### src/rtl/apb_req_arbiter.sv
// apb_req_arbiter: two-requester APB master with round-robin arbitration.
// Each accepted request is sequenced through SETUP/ACCESS. The slave is
// selected by the address MSB. Slave wait states are bounded by TIMEOUT
// ACCESS cycles. Every output comes straight from a register.
//
// Handshake: a requester raises REQ_VALID[i] and holds it and its
// addr/wdata/write stable until REQ_READY[i] pulses, which means the request
// was captured. Later it sees exactly one RSP_VALID[i] pulse carrying
// RSP_RDATA/RSP_ERR. A reset during a transfer aborts it with no response.
module apb_req_arbiter #(
    parameter int ADDR_WIDTH = 9,
    parameter int DATA_WIDTH = 8,
    parameter int TIMEOUT    = 16
) (
    input  logic                    PCLK,
    input  logic                    RST,
    input  logic [1:0]              REQ_VALID,
    input  logic [1:0]              REQ_WRITE,
    input  logic [2*ADDR_WIDTH-1:0] REQ_ADDR,
    input  logic [2*DATA_WIDTH-1:0] REQ_WDATA,
    output logic [1:0]              REQ_READY,
    output logic [1:0]              RSP_VALID,
    output logic [DATA_WIDTH-1:0]   RSP_RDATA,
    output logic                    RSP_ERR,
    output logic [1:0]              PSEL,
    output logic                    PENABLE,
    output logic                    PWRITE,
    output logic [ADDR_WIDTH-1:0]   PADDR,
    output logic [DATA_WIDTH-1:0]   PWDATA,
    input  logic [DATA_WIDTH-1:0]   PRDATA,
    input  logic                    PREADY,
    input  logic                    PSLVERR,
    output logic [1:0]              o_dbg_state
);

    localparam int CW = (TIMEOUT > 1) ? $clog2(TIMEOUT) : 1;

    typedef enum logic [1:0] {
        ST_IDLE   = 2'd0,
        ST_SETUP  = 2'd1,
        ST_ACCESS = 2'd2
    } state_t;

    // Control state
    state_t          r_state, w_state_nx;
    logic            r_ptr, w_ptr_nx;       // requester favoured when both request
    logic            r_gnt, w_gnt_nx;       // requester owning the current transfer
    logic [CW-1:0]   r_cnt, w_cnt_nx;       // ACCESS cycles spent with PREADY low

    // Registered outputs
    logic [1:0]            r_req_ready, w_req_ready_nx;
    logic [1:0]            r_rsp_valid, w_rsp_valid_nx;
    logic [DATA_WIDTH-1:0] r_rsp_rdata, w_rsp_rdata_nx;
    logic                  r_rsp_err, w_rsp_err_nx;
    logic [1:0]            r_psel, w_psel_nx;
    logic                  r_penable, w_penable_nx;
    logic                  r_pwrite, w_pwrite_nx;
    logic [ADDR_WIDTH-1:0] r_paddr, w_paddr_nx;
    logic [DATA_WIDTH-1:0] r_pwdata, w_pwdata_nx;

    // Selected requester's request fields
    logic                  w_pick;
    logic [ADDR_WIDTH-1:0] w_sel_addr;
    logic [DATA_WIDTH-1:0] w_sel_wdata;
    logic                  w_sel_write;

    // Round-robin pick: a lone requester wins, otherwise the favoured one
    always_comb begin
        if (REQ_VALID == 2'b11) begin
            w_pick = r_ptr;
        end else begin
            w_pick = ~REQ_VALID[0];
        end
    end

    assign w_sel_addr  = w_pick ? REQ_ADDR[ADDR_WIDTH +: ADDR_WIDTH]  : REQ_ADDR[0 +: ADDR_WIDTH];
    assign w_sel_wdata = w_pick ? REQ_WDATA[DATA_WIDTH +: DATA_WIDTH] : REQ_WDATA[0 +: DATA_WIDTH];
    assign w_sel_write = w_pick ? REQ_WRITE[1] : REQ_WRITE[0];

    // Next-state and next-output logic for the IDLE/SETUP/ACCESS sequencer
    always_comb begin
        w_state_nx     = r_state;
        w_ptr_nx       = r_ptr;
        w_gnt_nx       = r_gnt;
        w_cnt_nx       = r_cnt;
        w_req_ready_nx = 2'b00;
        w_rsp_valid_nx = 2'b00;
        w_rsp_rdata_nx = r_rsp_rdata;
        w_rsp_err_nx   = r_rsp_err;
        w_psel_nx      = r_psel;
        w_penable_nx   = r_penable;
        w_pwrite_nx    = r_pwrite;
        w_paddr_nx     = r_paddr;
        w_pwdata_nx    = r_pwdata;
        case (r_state)
            ST_IDLE: begin
                if (|REQ_VALID) begin
                    w_gnt_nx       = w_pick;
                    w_ptr_nx       = ~w_pick;
                    w_req_ready_nx = w_pick ? 2'b10 : 2'b01;
                    w_paddr_nx     = w_sel_addr;
                    w_pwdata_nx    = w_sel_wdata;
                    w_pwrite_nx    = w_sel_write;
                    w_psel_nx      = w_sel_addr[ADDR_WIDTH-1] ? 2'b10 : 2'b01;
                    w_penable_nx   = 1'b0;
                    w_cnt_nx       = '0;
                    w_state_nx     = ST_SETUP;
                end
            end
            ST_SETUP: begin
                w_penable_nx = 1'b1;
                w_state_nx   = ST_ACCESS;
            end
            ST_ACCESS: begin
                if (PREADY) begin
                    w_psel_nx      = 2'b00;
                    w_penable_nx   = 1'b0;
                    w_rsp_valid_nx = r_gnt ? 2'b10 : 2'b01;
                    w_rsp_rdata_nx = r_pwrite ? '0 : PRDATA;
                    w_rsp_err_nx   = PSLVERR;
                    w_cnt_nx       = '0;
                    w_state_nx     = ST_IDLE;
                end else if (r_cnt == CW'(TIMEOUT - 1)) begin
                    // Slave never answered: give up and report an error
                    w_psel_nx      = 2'b00;
                    w_penable_nx   = 1'b0;
                    w_rsp_valid_nx = r_gnt ? 2'b10 : 2'b01;
                    w_rsp_rdata_nx = '0;
                    w_rsp_err_nx   = 1'b1;
                    w_cnt_nx       = '0;
                    w_state_nx     = ST_IDLE;
                end else begin
                    w_cnt_nx = r_cnt + 1'b1;
                end
            end
            default: begin
                w_state_nx = ST_IDLE;
            end
        endcase
    end

    // Control state register
    always_ff @(posedge PCLK or posedge RST) begin
        if (RST) begin
            r_state <= ST_IDLE;
            r_ptr   <= 1'b0;
            r_gnt   <= 1'b0;
            r_cnt   <= '0;
        end else begin
            r_state <= w_state_nx;
            r_ptr   <= w_ptr_nx;
            r_gnt   <= w_gnt_nx;
            r_cnt   <= w_cnt_nx;
        end
    end

    // Output registers
    always_ff @(posedge PCLK or posedge RST) begin
        if (RST) begin
            r_req_ready <= 2'b00;
            r_rsp_valid <= 2'b00;
            r_rsp_rdata <= '0;
            r_rsp_err   <= 1'b0;
            r_psel      <= 2'b00;
            r_penable   <= 1'b0;
            r_pwrite    <= 1'b0;
            r_paddr     <= '0;
            r_pwdata    <= '0;
        end else begin
            r_req_ready <= w_req_ready_nx;
            r_rsp_valid <= w_rsp_valid_nx;
            r_rsp_rdata <= w_rsp_rdata_nx;
            r_rsp_err   <= w_rsp_err_nx;
            r_psel      <= w_psel_nx;
            r_penable   <= w_penable_nx;
            r_pwrite    <= w_pwrite_nx;
            r_paddr     <= w_paddr_nx;
            r_pwdata    <= w_pwdata_nx;
        end
    end

    assign REQ_READY   = r_req_ready;
    assign RSP_VALID   = r_rsp_valid;
    assign RSP_RDATA   = r_rsp_rdata;
    assign RSP_ERR     = r_rsp_err;
    assign PSEL        = r_psel;
    assign PENABLE     = r_penable;
    assign PWRITE      = r_pwrite;
    assign PADDR       = r_paddr;
    assign PWDATA      = r_pwdata;
    assign o_dbg_state = r_state;

endmodule

### config.mk
export PLATFORM = sky130hd
export DESIGN_NAME = apb_req_arbiter
export DESIGN_NICKNAME = d
export VERILOG_FILES = /design/src/rtl/apb_req_arbiter.sv
export SDC_FILE = /design/constraint.sdc
export NUM_CORES = 1
export LEC_CHECK = 0
export CORE_MARGIN = 1
export CORE_UTILIZATION = 45
export CTS_BUF_LIST = sky130_fd_sc_hd__clkbuf_16
export CTS_CLUSTER_DIAMETER = 30
export DETAILED_ROUTE_END_ITERATION = 8
export HOLD_SLACK_MARGIN = 0.08
export PLACE_DENSITY_LB_ADDON = 0.1
export RECOVER_POWER = 50
export SLEW_MARGIN = 20
export SYNTH_ARGS = -nofsm -noshare
export SYNTH_HDL_FRONTEND = slang
export SYNTH_SLANG_ARGS = --single-unit
### constraint.sdc
create_clock -name PCLK -period 3.9 [get_ports PCLK]
set_input_delay 0.78 -clock PCLK [delete_from_list [all_inputs] [get_ports PCLK]]
set_output_delay 0.78 -clock PCLK [all_outputs]
set_load 0.02 [all_outputs]
==> flow_summary.ini, run 1 <==
[cts]
worstSkewPairLatency_ns = 0.28
post_cts_buffers = 0
clockBufferDepth = 2
holdBufCountCts = 0
h-tree-depth = 2
clk_pin_slew_ns = 0.06
cts_root_buffer = clkbuf_16
cts_tree = built
cts_buffers = 5
cts_sinks = 42
postCtsResizedCells = 0

[setup_path]
required_ns = 4.06
crit_path_max_fanout = 17
cpPeakStageDelay_ns = 0.70
slowest_stage = o21ai_2
critical_path_class = in2reg
cp.arrival_ns = 2.73
start_kind = primary input
critPathCaptureType = flop
crit_start = REQ_VALID[1]
rr_startpoint = o_dbg_state[0]
path_cells = clkdlybuf4s50_1 > o21ai_2 > inv_2 > mux2_4

[floorplan]
die_y_um = 67.5
coreArea_um2 = 4060
fp.dieArea_um2 = 4560
ios = 86
die_x_um = 67.5
num_rows = 23
initial_utilization = 0.476

[logic_synthesis]
synth_area_um2 = 1930
syn_area_per_cell_um2 = 11.9
ys_seq_area_frac = 0.544
synth_nets = 213
ys_seq_elements = 42
netlist_instances = 162
netlist-cell-type-count = 37
yosysWarningCount = 0

[timing]
hold_viol = 0
slew_violations = 0
finalCritPeriodShare = 0.659
clock.fmax_ghz = 0.389
fin_skew_ns = 0.00682
setup_tns_ns = 0
finalSetupViolCount = 0
slew_headroom = 0.532
period_minus_slack_ns = 2.57
rsz0062_at_grt = false
worstMarginPinSlew_ns = 0.702

[routing]
routed_wl_mm = 4.77
first_iter_violations = 83
avgViaCountPerCell = 5.45
wire_per_inst_um = 16.2
route.antenna.remaining_nets = 0
drtPass1Iterations = 4
num_vias = 1609
route.detailed.drc = 0

[final_layout]
nNetsFinal = 295
diodes = 0
instances_no_fill = 295
area_growth_pct = 52.4
drive_gt1_frac = 0.0816

[power_and_ir_drop]
powerDensity_nw_per_um2 = 759
total_power_mw = 2.24
leakagePower_nw = 1.30
ir_drop_uv = 311

[place]
place.gp.congestion = 0.751
port_buffers = 85
dp_hpwl_mm = 3.35
place_inst = 287

[run]
cap_violations = 0

[min_path]
holdCritPathClass = reg2reg
min_from = r_gnt

[global_route]
grt_pass1_wl_mm = 7.65
antenna_found_initial = 0
grt_max_degree = 43
track_usage = 0.232
overflow = 0
grt_pass1_vias = 1639

[status]
status = complete, no violations
## final cells by class
cell class | count | area (um^2)
Clock inverter | 3 | 41.3
Fill cell | 276 | 1110
Multi-Input combinational cell | 99 | 769
Timing Repair Buffer | 87 | 862
Inverter | 9 | 33.8
Tap cell | 50 | 62.6
Sequential cell | 42 | 1050
Clock buffer | 5 | 125
## metal layers
metal | vias to the layer above | routed length [um] | track usage
met3 | 6 | 244 | 0.0642
met4 | 0 | 56 | 0.0851
met5 | - | 0 | 0
met1 | 770 | 2070 | 0.293
met2 | 61 | 2410 | 0.376
li1 | 772 | - | -
## per-stage QoR
| step | setup slack [ns] | cell area [um^2] | hold WS (ns) | util |
|---|---|---|---|---|
| floorplan | 2.04 | 1930 | 0.428 | - |
| global placement | 1.09 | 2790 | 0.475 | 0.687 |
| detailed placement | 1.05 | 2790 | 0.488 | 0.687 |
| CTS | 1.34 | 2950 | 0.493 | 0.728 |
| global route | 1.19 | 2950 | 0.523 | 0.726 |
| finish | 1.33 | 2950 | 0.488 | 0.726 |
## flip-flops by register name (all words and copies together), names as in the netlist, 2 cells and up
signal       count
PADDR            9
PWDATA           8
RSP_RDATA        8
r_cnt            4
PSEL             2
REQ_READY        2
RSP_VALID        2
o_dbg_state      2
## cells by family after synthesis
| kind of cell | synth area share |
|---|---|
| AO/OA/AOI/OAI | 0.176 |
| AND/OR/NAND/NOR | 0.140 |
| flip-flops | 0.544 |
| buffers and inverters | 0.0557 |
| multiplexers | 0.0777 |
| adder cells (fa/ha/maj) | 0.00647 |
## synth_stat cells
cell type,n,area share
a21bo_1,1,0.0052
buf_6,3,0.017
and2_1,1,0.0032
mux2_4,8,0.062
o21ai_2,1,0.0045
nor3b_2,1,0.0065
mux2i_1,3,0.016
o2bb2ai_1,1,0.0045
inv_2,1,0.0019
nor2b_1,1,0.0032
inv_1,8,0.016
and3_1,1,0.0032
a21oi_1,1,0.0026
buf_1,1,0.0019
a31oi_1,1,0.0032
nand3_1,3,0.0078
a221o_1,13,0.067
nand2_1,12,0.023
o32a_1,1,0.0052
nor2_1,2,0.0039
o21ai_1,2,0.0052
nand4_1,1,0.0032
and4_1,13,0.059
clkbuf_1,3,0.0058
or4_1,1,0.0039
nor3_4,1,0.0084
dfrtp_1,42,0.54
buf_2,5,0.013
nand2b_1,2,0.0065
nor3_1,2,0.0052
a211oi_1,2,0.0078
ha_1,1,0.0065
o21ai_0,11,0.028
nor2_2,1,0.0032
a21o_1,2,0.0078
o22ai_1,1,0.0032
o31ai_1,8,0.031
## report_power, final
part	switching, mW	internal, mW	leakage (nW)
clock	0.168	0.299	0.0812
sequential	0.139	0.617	0.534
combinational	0.513	0.500	0.689
total	0.819	1.42	1.30
## final timing paths
check | to | slack (ns) | cells after the start
worst min register to register | RSP_VALID[0] | 0.49 | 1
worst max register to register | PWDATA[2] | 1.86 | 4
worst max-delay path | PWDATA[2] | 1.33 | 4
worst min-delay path | RSP_VALID[0] | 0.49 | 1
min in group asynchronous | RSP_RDATA[1] | 1.05 | 3
max in group asynchronous | PWDATA[1] | 2.48 | 3
## worst max-delay path, delay by kind of cell
| family | cells | cell delay, ns |
|---|---|---|
| multiplexers | 1 | 0.36 |
| buffers and inverters | 2 | 0.90 |
| AO/OA/AOI/OAI | 1 | 0.70 |
## layout by cell type, fill, tap and decap left out, drive strengths merged
cell type      Yosys  routed
a221o             13      13
a31oi              1       1
o2bb2ai            1       1
clkdlybuf4s50      0      69
o32a               1       1
nand3              3       3
inv                9       9
nor3b              1       1
and2               1       1
nand4              1       1
nor2b              1       1
nand2b             2       2
clkinv             0       1
o22ai              1       1
o31ai              8       8
or4                1       1
and4              13      13
dlygate4sd3        0      16
a211oi             2       2
nand2             12      12
nor2               3       3
ha                 1       1
a21oi              1       1
dfrtp             42      42
o21ai             14      14
a21o               2       2
mux2i              3       3
clkinvlp           0       1
a21bo              1       1
mux2               8       8
nor3               3       3
buf                9       1
bufinv             0       1
and3               1       1
clkbuf             3       6
Power figures use the tool's default switching activity.
==> run 2, diff against run 1 <==
- CORE_UTILIZATION: 45 -> 37
- clock period: 3.9 -> 2.2 ns (I/O delays scaled with it)
==> run 2 against run 1 <==
Net effect:
- sequential power up 71%
- non-clock buffer count up 10
- clock skew down 0.0023 ns
- clock power up 73%
- sequential share of layout area down 0.93 points
- largest power group unchanged
- first-iteration DRC count down 9.6%
- utilization down 11 points
- register-to-register slack worse by 1.4 ns
- routed wire length down 4.9%
- cell count up 9.2%
- via count up 0.75%
- critical path depth down 3
==> flow_summary.ini, run 2 (synthesized netlist as in run 1, its figures left out) <==
[floorplan]
num_rows = 25
die_x_um = 74.3
initial_utilization = 0.396
coreArea_um2 = 4880
fp.dieArea_um2 = 5520
ios = 86
die_y_um = 74.3

[routing]
first_iter_violations = 75
routed_wl_mm = 4.54
drtPass1Iterations = 4
num_vias = 1621
avgViaCountPerCell = 5.03
wire_per_inst_um = 14.1
route.detailed.drc = 0
route.antenna.remaining_nets = 0

[cts]
postCtsResizedCells = 0
post_cts_buffers = 0
clk_pin_slew_ns = 0.06
h-tree-depth = 2
cts_tree = built
worstSkewPairLatency_ns = 0.28
holdBufCountCts = 0
cts_root_buffer = clkbuf_16
clockBufferDepth = 2
cts_buffers = 5
cts_sinks = 42

[power_and_ir_drop]
leakagePower_nw = 1.31
switching_share = 0.353
comb_power_share = 0.476
seqPwrFrac = 0.323
p_clk_frac = 0.201
p_switching_mw = 1.42
powerDensity_nw_per_um2 = 1330
p_int_mw = 2.60
ir_drop_uv = 570

[final_layout]
nNetsFinal = 305
final_common_cell = clkdlybuf4s50_1
instances_no_fill = 322
largest_reg_flops = 9
diodes = 0
drive_gt1_frac = 0.102
area_growth_pct = 56.4
final_cell_mix = 83 x clkdlybuf4s50_1, 42 x dfrtp_1, 13 x o21ai_0, 13 x and4_1, 13 x a221o_1

[status]
status = complete, no violations

[setup_path]
critical_path_class = reg2out
required_ns = 1.76
path_cells = clkdlybuf4s50_1
crit_path_max_fanout = 8
start_kind = flop
crit_start = o_dbg_state[1]
critPathCaptureType = output pin
slowest_stage = clkdlybuf4s50_1
cpPeakStageDelay_ns = 0.67
rr_startpoint = o_dbg_state[0]
cp.arrival_ns = 1.50
crit_family = buffers and inverters
cp_num_buf_inv = 1

[min_path]
min_from = r_gnt
holdCritPathClass = reg2reg

[timing]
fin_skew_ns = 0.00456
slew_violations = 0
worstMarginPinSlew_ns = 1.02
finalCritPeriodShare = 0.880
clock.fmax_ghz = 0.516
hold_viol = 0
finalSetupViolCount = 0
slew_headroom = 0.322
rsz0062_at_grt = false
setup_tns_ns = 0
period_minus_slack_ns = 1.94

[global_route]
grt_pass1_vias = 1611
grt_pass1_wl_mm = 7.45
track_usage = 0.179
grt_max_degree = 43
antenna_found_initial = 0
overflow = 0

[run]
cap_violations = 0

[place]
dp_hpwl_mm = 3.32
place.gp.congestion = 0.757
place_inst = 314
port_buffers = 85
==> run 2: metal layers <==
layer	part of all wire	track usage	wire length, um
met3	0.069	0.0556	312
met1	0.43	0.228	1950
met5	0	0	0
met2	0.49	0.296	2240
met4	0.0088	0.0503	40
==> run 2: area by class of cell <==
class,count,area (um^2)
Clock buffer,5,125
Clock inverter,3,37.5
Fill cell,416,1860
Inverter,9,33.8
Multi-Input combinational cell,99,766
Sequential cell,42,1050
Tap cell,67,83.8
Timing Repair Buffer,97,927
==> run 2: per-stage QoR <==
| stage | utilization | setup WS, ns | power [mW] | area [um^2] | hold WS, ns |
|---|---|---|---|---|---|
| 2_1_floorplan | - | 0.677 | 2.37 | 1930 | 0.428 |
| 6_report | 0.620 | 0.264 | 4.01 | 3020 | 0.465 |
| 4_1_cts | 0.624 | 0.260 | 4.07 | 3050 | 0.460 |
| 3_3_place_gp | 0.591 | 0.150 | 3.24 | 2880 | 0.451 |
| 5_1_grt | 0.620 | 0.218 | 4.26 | 3020 | 0.485 |
| 3_5_place_dp | 0.591 | 0.129 | 3.25 | 2880 | 0.458 |
==> run 2: power by group through the flow <==
| stage | Sequential (mW) | Clock, mW | Combinational (mW) |
|---|---|---|---|
| after global routing | 1.34 | 0.858 | 2.06 |
| after CTS | 1.30 | 0.820 | 1.95 |
| after global placement | 1.31 | 0 | 1.93 |
| final | 1.29 | 0.806 | 1.91 |
| after floorplan | 1.63 | 0 | 0.741 |
| after detailed placement | 1.30 | 0 | 1.95 |
==> run 2: final timing paths <==
path	endpoint	slack, ns	cells after the start
max in group asynchronous	REQ_READY[0]	0.66	3
max	o_dbg_state[1]	0.26	1
min reg2reg	RSP_VALID[0]	0.46	1
max reg2reg	PADDR[4]	0.51	5
min	RSP_VALID[0]	0.46	1
min in group asynchronous	RSP_RDATA[2]	0.92	3
==> run 3, diff against run 2 <==
- ABC_AREA: default -> 1
- CORE_UTILIZATION: 37 -> 38
==> run 3 against run 2 <==
Net effect:
- via count rose by 12%
- critical path type unchanged
- largest power group unchanged
- largest cell class unchanged
- fmax grew 11%
- synthesized cell count increased by 51%
==> flow_summary.ini, run 3 <==
[status]
status = complete, no violations

[place]
place_area_um2 = 2880
dp_hpwl_mm = 3.31
port_buffers = 85
place.gp.congestion = 0.783

[floorplan]
num_rows = 25
initial_utilization = 0.407
ios = 86
fp.dieArea_um2 = 5520
die_x_um = 74.3
die_y_um = 74.3
coreArea_um2 = 4880

[routing]
first_iter_violations = 72
avgViaCountPerCell = 4.55
routed_wl_mm = 4.59
route.detailed.drc = 0
wire_per_inst_um = 11.5
route.antenna.remaining_nets = 0
drtPass1Iterations = 4
num_vias = 1814

[timing]
setup_tns_ns = 0
finalSetupViolCount = 0
fin_skew_ns = 0.00458
hold_viol = 0
finalCritPeriodShare = 0.792
period_minus_slack_ns = 1.74
slew_violations = 0
slew_headroom = 0.422
worstMarginPinSlew_ns = 0.867
clock.fmax_ghz = 0.574
rsz0062_at_grt = false

[cts]
cts_tree = built
clockBufferDepth = 2
worstSkewPairLatency_ns = 0.28
post_cts_buffers = 0
clk_pin_slew_ns = 0.06
cts_sinks = 42
postCtsResizedCells = 0
holdBufCountCts = 0
cts_root_buffer = clkbuf_16
h-tree-depth = 2
cts_buffers = 5

[setup_path]
crit_family = buffers and inverters
critical_path_depth = 1
slowest_stage = clkdlybuf4s50_1
crit_path_max_fanout = 4
critical_path_class = reg2out
start_kind = flop
cp_num_buf_inv = 1
path_cells = clkdlybuf4s50_1
reg2reg_depth = 6
required_ns = 1.76
critPathCaptureType = output pin
cp.arrival_ns = 1.30
cpPeakStageDelay_ns = 0.63

[logic_synthesis]
synth_nets = 295
netlist_instances = 244
ys_seq_area_frac = 0.529
async_flop_share = 1.00
synth_area_um2 = 1990
ys_top_cells_by_area = dfrtp_1 53%, nand2_1 22%, nand3_1 4.5%
synthTopCellsByCount = 118 x nand2_1, 42 x dfrtp_1, 18 x nand3_1
netlist-cell-type-count = 22
syn_area_per_cell_um2 = 8.14
synth_top_area_cell = dfrtp_1
yosysWarningCount = 0
netlist.area_leader.share = 0.529
synth_edf_count = 0
ys_seq_elements = 42
ys.flop_type = dfrtp_1
synth.most_common_cell = nand2_1

[global_route]
grt_pass1_wl_mm = 7.25
antenna_found_initial = 0
grt_pass1_vias = 1613
grt_max_degree = 26
overflow = 0
track_usage = 0.175

[run]
cap_violations = 0

[power_and_ir_drop]
ir_drop_uv = 616
powerDensity_nw_per_um2 = 1250
leakagePower_nw = 1.48

[final_layout]
nNetsFinal = 382
area_growth_pct = 51.2
final_area_um2 = 3000
fillCellCount = 433
largest_reg_flops = 9
final_common_cell = nand2_1
final_cell_mix = 118 x nand2_1, 83 x clkdlybuf4s50_1, 42 x dfrtp_1
drive_gt1_frac = 0.0663
diodes = 0

[min_path]
min_path_cells = 1
holdCritPathClass = reg2reg
==> run 3: cell count changes after synthesis, sizes merged, moves of 10 or more <==
cell / before / now
nand2: 12 / 122
nand3: 3 / 19
a221o: 13 / 0
and4: 13 / 0
nor2: 3 / 13
==> run 3: cell families after synthesis <==
| logic type | share of synthesized area |
|---|---|
| and+or+nand+nor | 0.321 |
| DFF | 0.529 |
| buffers and inverters | 0.0787 |
| AOI/OAI and AO/OA | 0.0554 |
| xor gates and xnor gates | 0.00441 |
| muxes | 0.00504 |
| adders and majority gates | 0.00630 |
==> run 3: metrics by stage <==
stage	util	power, mW	setup slack [ns]	instances	hold WS [ns]
2_1_floorplan	-	2.34	0.786	244	0.402
3_3_place_gp	0.589	3.07	0.337	391	0.409
3_5_place_dp	0.589	3.09	0.301	391	0.410
4_1_cts	0.618	3.81	0.452	399	0.418
5_1_grt	0.616	4.00	0.427	399	0.465
6_report	0.616	3.75	0.458	399	0.418
==> run 3: worst paths after layout <==
kind	start	slack, ns	to
worst min register to register	r_gnt	0.42	RSP_VALID[0]
min in group asynchronous	RST	0.78	RSP_ERR
worst min-delay path	r_gnt	0.42	RSP_VALID[0]
max in group asynchronous	RST	0.81	PWDATA[4]
worst max register to register	o_dbg_state[0]	0.84	PWDATA[1]
worst max-delay path	o_dbg_state[0]	0.46	o_dbg_state[0]
==> run 3: report_power, final <==
part / internal [mW] / leakage [nW] / total [mW] / switching (mW)
clock: 0.414 / 0.0672 / 0.694 / 0.281
combinational: 0.800 / 0.873 / 1.78 / 0.981
sequential: 1.09 / 0.539 / 1.27 / 0.186
total: 2.30 / 1.48 / 3.75 / 1.45
==> run 3: routing by layer <==
layer / wire [um] / vias up / track usage / share of wire
met5: 0 / - / 0 / 0
met4: 60 / 0 / 0.0629 / 0.013
met3: 401 / 5 / 0.0583 / 0.087
met2: 2140 / 67 / 0.293 / 0.47
met1: 1990 / 810 / 0.211 / 0.43
li1: - / 932 / - / -
==> run 3: cell type report <==
class                   instances  area (um^2)  share of cell area
inverters                      14         52.6              0.0175
flip-flops and latches         42         1050               0.350
multi-input cells             177          771               0.257
clock buffers                   5          125              0.0416
repair buffers                 91          905               0.301
well taps                      67         83.8              0.0279
clock inverters                 3         16.3             0.00541
